<file path="config.mk">
export PLATFORM = sky130hd
export DESIGN_NAME = bsg_cover_sink
export DESIGN_NICKNAME = d
export VERILOG_FILES = /design/src/rtl/bsg_cover_sink.sv
export SDC_FILE = /design/constraint.sdc
export NUM_CORES = 1
export LEC_CHECK = 0
export CORE_AREA = 2 2 189 191
export DETAILED_ROUTE_END_ITERATION = 6
export DIE_AREA = 0 0 191 193
export DONT_BUFFER_PORTS = 1
export PLACE_DENSITY = 0.45
export SKIP_LAST_GASP = 1
export SLEW_MARGIN = 25
export SYNTH_ARGS = -nofsm -noshare
export SYNTH_HDL_FRONTEND = slang
export SYNTH_SLANG_ARGS = --single-unit
</file>
<file path="constraint.sdc">
create_clock -name clk_i -period 5.4 [get_ports clk_i]
set_input_delay 1.08 -clock clk_i [delete_from_list [all_inputs] [get_ports clk_i]]
set_output_delay 1.08 -clock clk_i [all_outputs]
set_load 0.05 [all_outputs]
</file>
<file path="src/rtl/bsg_cover_sink.sv">
// Coverage drain arbiter: picks one gated or swept channel round-robin and
// streams its packet (header, data beats, beat-count trailer) onto one output.

module bsg_cover_sink_lane (
  input  logic sel_i,
  input  logic drain_en_i,
  input  logic ready_en_i,
  output logic drain_o,
  output logic ready_o
);
  assign drain_o = sel_i & drain_en_i;
  assign ready_o = sel_i & ready_en_i;
endmodule

module bsg_cover_sink #(
  parameter int num_p       = 4,
  parameter int out_width_p = 64,
  parameter int id_width_p  = 8,
  parameter int els_width_p = 16,
  parameter int len_width_p = 8,
  parameter int cnt_width_p = 32
) (
  input  logic                           clk_i,
  input  logic                           reset_n_i,
  input  logic                           drain_all_i,
  input  logic [num_p-1:0]               gate_i,
  output logic [num_p-1:0]               drain_o,
  input  logic [num_p-1:0]               id_v_i,
  input  logic [num_p*id_width_p-1:0]    id_i,
  input  logic [num_p*els_width_p-1:0]   els_i,
  input  logic [num_p*len_width_p-1:0]   len_i,
  input  logic [num_p-1:0]               v_i,
  input  logic [num_p-1:0]               last_i,
  input  logic [num_p*out_width_p-1:0]   data_i,
  output logic [num_p-1:0]               ready_o,
  output logic                           v_o,
  input  logic                           ready_i,
  output logic [out_width_p-1:0]         data_o,
  output logic                           last_o,
  output logic                           sweep_busy_o,
  output logic                           err_o
);
  localparam int PW = (num_p > 1) ? $clog2(num_p) : 1;
  localparam int HW = id_width_p + els_width_p + len_width_p;

  typedef enum logic [2:0] {IDLE, REQ, HDR, DATA, TRL} state_e;

  state_e                 state_q, state_d;
  logic [PW-1:0]          ch_r, ch_d, ptr_q, ptr_d, sel;
  logic [num_p-1:0]       mask_q, mask_d, cand;
  logic [id_width_p-1:0]  id_q, id_d;
  logic [els_width_p-1:0] els_q, els_d;
  logic [len_width_p-1:0] len_q, len_d;
  logic [cnt_width_p-1:0] cnt_q, cnt_d;
  logic                   err_q, err_d;
  logic                   found, drain_en, ready_en;
  int                     idx;

  logic [id_width_p-1:0]  id_a   [num_p];
  logic [els_width_p-1:0] els_a  [num_p];
  logic [len_width_p-1:0] len_a  [num_p];
  logic [out_width_p-1:0] data_a [num_p];

  for (genvar g = 0; g < num_p; g++) begin : g_lane
    assign id_a[g]   = id_i[g*id_width_p +: id_width_p];
    assign els_a[g]  = els_i[g*els_width_p +: els_width_p];
    assign len_a[g]  = len_i[g*len_width_p +: len_width_p];
    assign data_a[g] = data_i[g*out_width_p +: out_width_p];

    bsg_cover_sink_lane u_lane (
      .sel_i      (ch_r == PW'(g)),
      .drain_en_i (drain_en),
      .ready_en_i (ready_en),
      .drain_o    (drain_o[g]),
      .ready_o    (ready_o[g])
    );
  end

  assign cand         = gate_i | mask_q;
  assign sweep_busy_o = |mask_q;
  assign err_o        = err_q;

  // Round-robin: first candidate at or above ptr_q, wrapping past num_p-1.
  always_comb begin
    sel   = '0;
    found = 1'b0;
    idx   = 0;
    for (int i = 0; i < num_p; i++) begin
      idx = int'(ptr_q) + i;
      if (idx >= num_p) idx = idx - num_p;
      if (!found && cand[idx[PW-1:0]]) begin
        found = 1'b1;
        sel   = idx[PW-1:0];
      end
    end
  end

  always_comb begin
    state_d  = state_q;
    ch_d     = ch_r;
    ptr_d    = ptr_q;
    mask_d   = mask_q;
    id_d     = id_q;
    els_d    = els_q;
    len_d    = len_q;
    cnt_d    = cnt_q;
    err_d    = err_q;
    v_o      = 1'b0;
    data_o   = '0;
    last_o   = 1'b0;
    drain_en = 1'b0;
    ready_en = 1'b0;
    case (state_q)
      IDLE: if (found) begin
        ch_d    = sel;
        state_d = REQ;
      end
      REQ: begin
        drain_en = 1'b1;
        ready_en = id_v_i[ch_r];
        if (id_v_i[ch_r]) begin
          id_d    = id_a[ch_r];
          els_d   = els_a[ch_r];
          len_d   = len_a[ch_r];
          state_d = HDR;
        end
      end
      HDR: begin
        v_o    = 1'b1;
        data_o = out_width_p'({len_q, els_q, id_q});
        if (ready_i) begin
          cnt_d   = '0;
          state_d = DATA;
        end
      end
      DATA: begin
        drain_en = 1'b1;
        ready_en = ready_i;
        v_o      = v_i[ch_r];
        data_o   = data_a[ch_r];
        if (v_i[ch_r] && ready_i) begin
          if (&cnt_q) err_d = 1'b1;
          else        cnt_d = cnt_q + 1'b1;
          if (last_i[ch_r]) state_d = TRL;
        end else if (!gate_i[ch_r] && !v_i[ch_r]) begin
          // channel went back to fill with nothing pending: close the packet
          state_d = TRL;
        end
      end
      TRL: begin
        v_o    = 1'b1;
        last_o = 1'b1;
        data_o = out_width_p'(cnt_q);
        if (ready_i) begin
          mask_d[ch_r] = 1'b0;
          ptr_d        = (int'(ch_r) == num_p - 1) ? '0 : ch_r + 1'b1;
          state_d      = IDLE;
        end
      end
      default: state_d = IDLE;
    endcase
    if (drain_all_i) mask_d = '1;
  end

  always_ff @(posedge clk_i or negedge reset_n_i) begin
    if (!reset_n_i) begin
      state_q <= IDLE;
      ch_r    <= '0;
      ptr_q   <= '0;
      mask_q  <= '0;
      id_q    <= '0;
      els_q   <= '0;
      len_q   <= '0;
      cnt_q   <= '0;
      err_q   <= 1'b0;
    end else begin
      state_q <= state_d;
      ch_r    <= ch_d;
      ptr_q   <= ptr_d;
      mask_q  <= mask_d;
      id_q    <= id_d;
      els_q   <= els_d;
      len_q   <= len_d;
      cnt_q   <= cnt_d;
      err_q   <= err_d;
    end
  end

  if (HW > out_width_p) begin : g_bad_hdr
    $error("header fields wider than out_width_p");
  end
  if (cnt_width_p > out_width_p) begin : g_bad_cnt
    $error("cnt_width_p wider than out_width_p");
  end
endmodule
</file>
==> Word level (Yosys, flattened, before mapping) <==
Cells that the tools add are included.
{ "word_totals": {"ff_bits": 76, "out_inout_bits": 76} }
{ "classes": {"n_addsub": 9, "magnitude_cmp": 11, "eq_ne": 16, "mux": 63, "bitwise": 12, "reduce_logical": 27} }
{ "ops": {"columns": ["op", "count"], "rows": [
  ["$pmux 64 s3", 1],
  ["$bmux 64 s2", 1],
  ["$mux 64", 2],
  ["$mux 32", 3],
  ["$pmux 32 s2", 1],
  ["$reduce_and 34->1", 1],
  ["$add 32x1->32 const B", 1],
  ["$bmux 16 s2", 1],
  ["$bmux 8 s2", 2],
  ["$mux 16", 2],
  ["$mux 8", 4],
  ["$reduce_and 32->1", 1],
  ["$mux 3", 7],
  ["$mux 2", 9],
  ["$bmux 1 s2", 8],
  ["$lt 2x3->1 const B", 5],
  ["$mux 1", 15],
  ["$pmux 3 s5", 1],
  ["$ge 3x3->1 const B", 4],
  ["$mux 4", 3],
  ["$ne 2x2->1 const B", 6],
  ["$and 1x1->1", 8],
  ["$reduce_and 2->1", 4],
  ["$sub 2x1->2 const B", 4],
  ["other kinds (26)", 44]
]} }

==> Longest topological paths before layout <==
{ "logic_depth": {"depth_word": 16, "ltp_mapped": 9, "ltp_nobuf": 6} }

==> By module <==
Synthesis repeated with hierarchy kept, for this count alone.
{ "hier_totals": {"cells_unflattened": 636, "area_unflattened_um2": 7081.8} }
{ "by_module_without_submodules": {"columns": ["module", "instances", "cells_each", "area_each_um2", "seq_area_each_um2"], "rows": [
  ["bsg_cover_sink", 1, 628, 7031.7, 1901.8],
  ["bsg_cover_sink_lane", 4, 2, 12.5, 0.0]
]} }

==> Least setup slack after synthesis <==
No wires, ideal clock.
{ "synth_timing": {"kind": "register to output", "startpoint": "reg state_q[0]", "endpoint": "out data_o[0]", "t_arrival_ps": 2570, "required_ps": 4320, "setup_slack_ps": 1750, "stages_incl_launch_ff": 6, "path_buffers": 3, "path_cell_list": "dfrtp_1 clkbuf_1 clkbuf_1 buf_1 mux2i_1 o21ai_0"} }
{ "synth_between": {"elab_chain_len": 2} }
{ "synth_lines": {"columns": ["element", "line", "source"], "rows": [
  ["from (decl)", "48", "state_e state_q, state_d;"],
  ["from (signal assigned)", "177", "state_q <= state_d;"],
  ["$eq 3x3->1 or $eq 3x2->1 (tied branches)", "113", "case (state_q)"],
  ["$pmux 64 s3 (*)", "113", null],
  ["to (decl)", "38", "output logic [out_width_p-1:0] data_o,"]
]} }
Every way passes the cells marked *; elsewhere a longest branch is shown, timed or not.

==> Final worst setup path <==
{ "layout_timing": {"startpoint": "reg ch_r[0]", "endpoint": "out data_o[14]"} }
{ "layout_between": {"elab_chain_len": 5} }
{ "layout_lines": {"columns": ["element", "line", "source"], "rows": [
  ["from (decl)", "49", "logic [PW-1:0] ch_r, ch_d, ptr_q, ptr_d, sel;"],
  ["from (signal assigned)", "178", "ch_r <= ch_d;"],
  ["$not 2->3 (implied by the code)", "140", "data_o = data_a[ch_r];"],
  ["$bmux 64 s2", "140", null],
  ["$mux 64 (implied by the code) (2 in a row)", "140", null],
  ["$pmux 64 s3", "113", null]
]} }
Every way passes these cells. The select of a mux whose other input is x is not followed.

==> metrics.md <==
| Metric | Value |
|---|---|
| Post-synth net total | `1070` |
| Core Footprint | `0.0350 sq mm` |
| Placer Congestion | `0.935` |
| Worst-skew pair later-pin latency | `0.35 ns` |
| CTS tree | `yes` |
| PwrDens | `569 mW/mm^2` |
| Antenna violations before repair | `10` |
| Net Sw Frac | `51.9%` |
| Relative slew slack | `29.9%` |
| Final Util | `23.2%` |
| Pint | `2.22 mW` |
| Pwr Total | `4.60 mW` |
| Seq cells post-synth | `76` |
| Die ar. | `0.0369 sq mm` |
| DR vias | `6080` |
| Number of global-route vias before repair | `5991` |
| Leakage power | `2.75 nW` |
| Final ANT Viol Nets | `0` |
| Worst-path fanout max | `37` |
| Die height | `193 um` |
| Largest net degree at the start of global routing | `77` |
| Post-synthesis cell count | `661` |
| Setup_tns | `0 ns` |
| Clock Path Buffers | `2` |
| Clock sink total | `76` |
| Final min period | `4.04 ns` |
| Avg Cell Area, Syn | `10.9 sq um` |
| Most used DFF post-synth | `dfrtp_1` |
| CP startpoint kind | `flop` |
| Post_cts resized | `0` |
| Clk pwr share | `13.5%` |
| Slew of the pin with the lowest slew margin | `1.04 ns` |
| CP required | `4.32 ns` |
| Clock transition at path regs | `0.07 ns` |
| Port Buf Inserts | `0` |
| Initial DRC count | `461` |
| Nets | `1050` |
| Sw power | `2.39 mW` |
| Post-synth EDFFs | `0` |
| Wire per inst | `28.4 um` |
| Post-CTS Hold Fix Bufs | `0` |
| CP Capture Type | `output pin` |
| Tot GR Track Use | `16.5%` |
| Layout cells sized above 1 | `30.2%` |
| Sequential share of power | `22.4%` |
| Worst setup path class | `flop to output pin` |
| Slowest CP cell | `dfrtp_4` |
| Die width | `191 um` |
| I/O Pins | `480` |
| Critical path's largest stage delay | `0.63 ns` |
| Critical path cell sequence | `buf_16, buf_12, mux4_2, mux2i_1, o21ai_1` |
| DR vias/cell | `5.48` |
| Final hold violations | `0` |
| CP arrival | `2.96 ns` |
| First-pass DRT Iterations | `5` |
| First-pass GRT wire length | `43.3 mm` |
| Max Cap Violations | `0` |
| TritonCTS buffer count | `9` |
| Yosys warning count | `0` |
| Post-CTS Setup Inserts | `0` |
| Routed wire length | `31.5 mm` |
| Sequential share of the synthesized area | `26.4%` |
| Initial Util | `20.6%` |
| WP buf/inv | `2` |
| Fmax | `0.247 GHz` |
| Synthesized cell area | `0.00719 sq mm` |
| Unrepaired setup endpoints after global routing | `false` |
| Combinational fraction of design power | `64.1%` |
| Synth unique cells | `50` |
| Peak VDD IR | `299 uV` |
| Site Rows | `69` |
| Worst clock skew | `0.00753 ns` |
| Final Cycle Share | `74.9%` |
| Ys async rst share | `100%` |
| Total congestion overflow | `0` |
| FILL cells | `3713` |
| DRC violations left | `0` |
| HP Class | `input port to async pin` |
| CTS root buf | `clkbuf_16` |
| Number of H-tree levels | `3` |
| Area delta synth->final | `12.5%` |
| Pins Over Slew Limit | `0` |
| Post-DP HPWL | `25.6 mm` |
| CP top delay family | `multiplexers` |
| Status | `finished clean` |
| Endpoints failing setup | `0` |
[area by class of cell]
type	instances	area [sq um]	share of cell area, %
Antenna cell	3	7.51	0.0927
Clock inverter	7	65.1	0.804
Inverter	9	33.8	0.417
Tap cell	461	577	7.13
Sequential cell	76	1910	23.6
Clock buffer	9	225	2.78
Timing Repair Buffer	35	299	3.69
Multi-Input combinational cell	510	4980	61.5
[metal layers]
metal / up-vias / share of wire (%) / track usage (%) / wire length [um]
li1: 2583 / - / - / -
met1: 3154 / 45 / 23.5 / 14200
met2: 299 / 47 / 24.9 / 14800
met3: 32 / 6.6 / 4.34 / 2070
met4: 12 / 1.2 / 3.25 / 369
met5: - / 0.23 / 0 / 73
[per-stage QoR]
stage          setup WS (ns)  hold slack [ns]  cells  area (sq um)
2_1_floorplan           1.75            0.465    661          7190
3_3_place_gp            1.63            0.489   1089          7750
3_5_place_dp            1.61            0.493   1090          7760
4_1_cts                 1.22            0.405   1106          8050
5_1_grt                 1.24            0.400   1109          8090
6_report                1.36            0.424   1110          8100
[path summary, 6_finish.rpt]
kind	depth (start not counted)	start	slack (ns)	end
worst max register to register	5	ch_r[1]	2.13	cnt_q[19]
worst min-delay path	0	reset_n_i	0.42	cnt_q[17]
worst max-delay path	5	ch_r[0]	1.36	data_o[14]
max in group asynchronous	0	reset_n_i	4.83	ch_r[1]
worst min register to register	1	id_q[6]	0.51	id_q[6]
min in group clk_i	1	id_q[6]	0.51	id_q[6]
[power groups by stage]
stage	logic, mW	clock network (mW)	registers (mW)
2_1_floorplan	2.46	0	0.817
3_3_place_gp	2.86	0	1.09
6_report	2.95	0.623	1.03
3_5_place_dp	2.89	0	1.10
4_1_cts	2.89	0.650	1.09
5_1_grt	3.12	0.674	1.05
[logic make-up (layout without fill, tap and decap cells)]
group / after synthesis / count (layout) / synth area share (%)
adders and majority gates: 5 / 5 / 0.870
AOI/OAI and AO/OA: 114 / 114 / 9.39
DFF: 76 / 76 / 26.4
other: 0 / 3 / 0
and+or+nand+nor: 224 / 224 / 17.8
muxes: 167 / 167 / 40.9
buffers and inverters: 75 / 60 / 4.64
[cell usage in the layout (no fill, tap or decap), types with 15 or more instances in the layout]
cell,n
mux4_2,98
o21ai_0,17
nor2b_1,33
nand4_1,16
mux2_2,33
o31ai_1,15
buf_4,32
mux2i_1,36
nand2_1,54
nand3_1,24
a21oi_1,26
o21ai_1,32
and2_1,15
or3_1,15
dfrtp_1,73
[sequential cells by signal (all words and copies together), names as in the netlist]
register / count
cnt_q: 32
id_q: 8
els_q: 16
ptr_q: 2
state_q: 3
len_q: 8
mask_q: 4
err_o: 1
ch_r: 2
[cells in the mapped netlist, types with 16 or more instances]
cell type / count / area [sq um]
nor2b_1: 33 / 206
a21oi_1: 26 / 130
mux4_2: 98 / 2210
mux2_2: 33 / 372
clkbuf_1: 32 / 120
nand4_1: 16 / 100
dfrtp_1: 76 / 1900
nand2_1: 55 / 206
nand3_1: 24 / 120
o21ai_0: 50 / 250
mux2i_1: 36 / 360
Power figures use the tool's default switching activity.
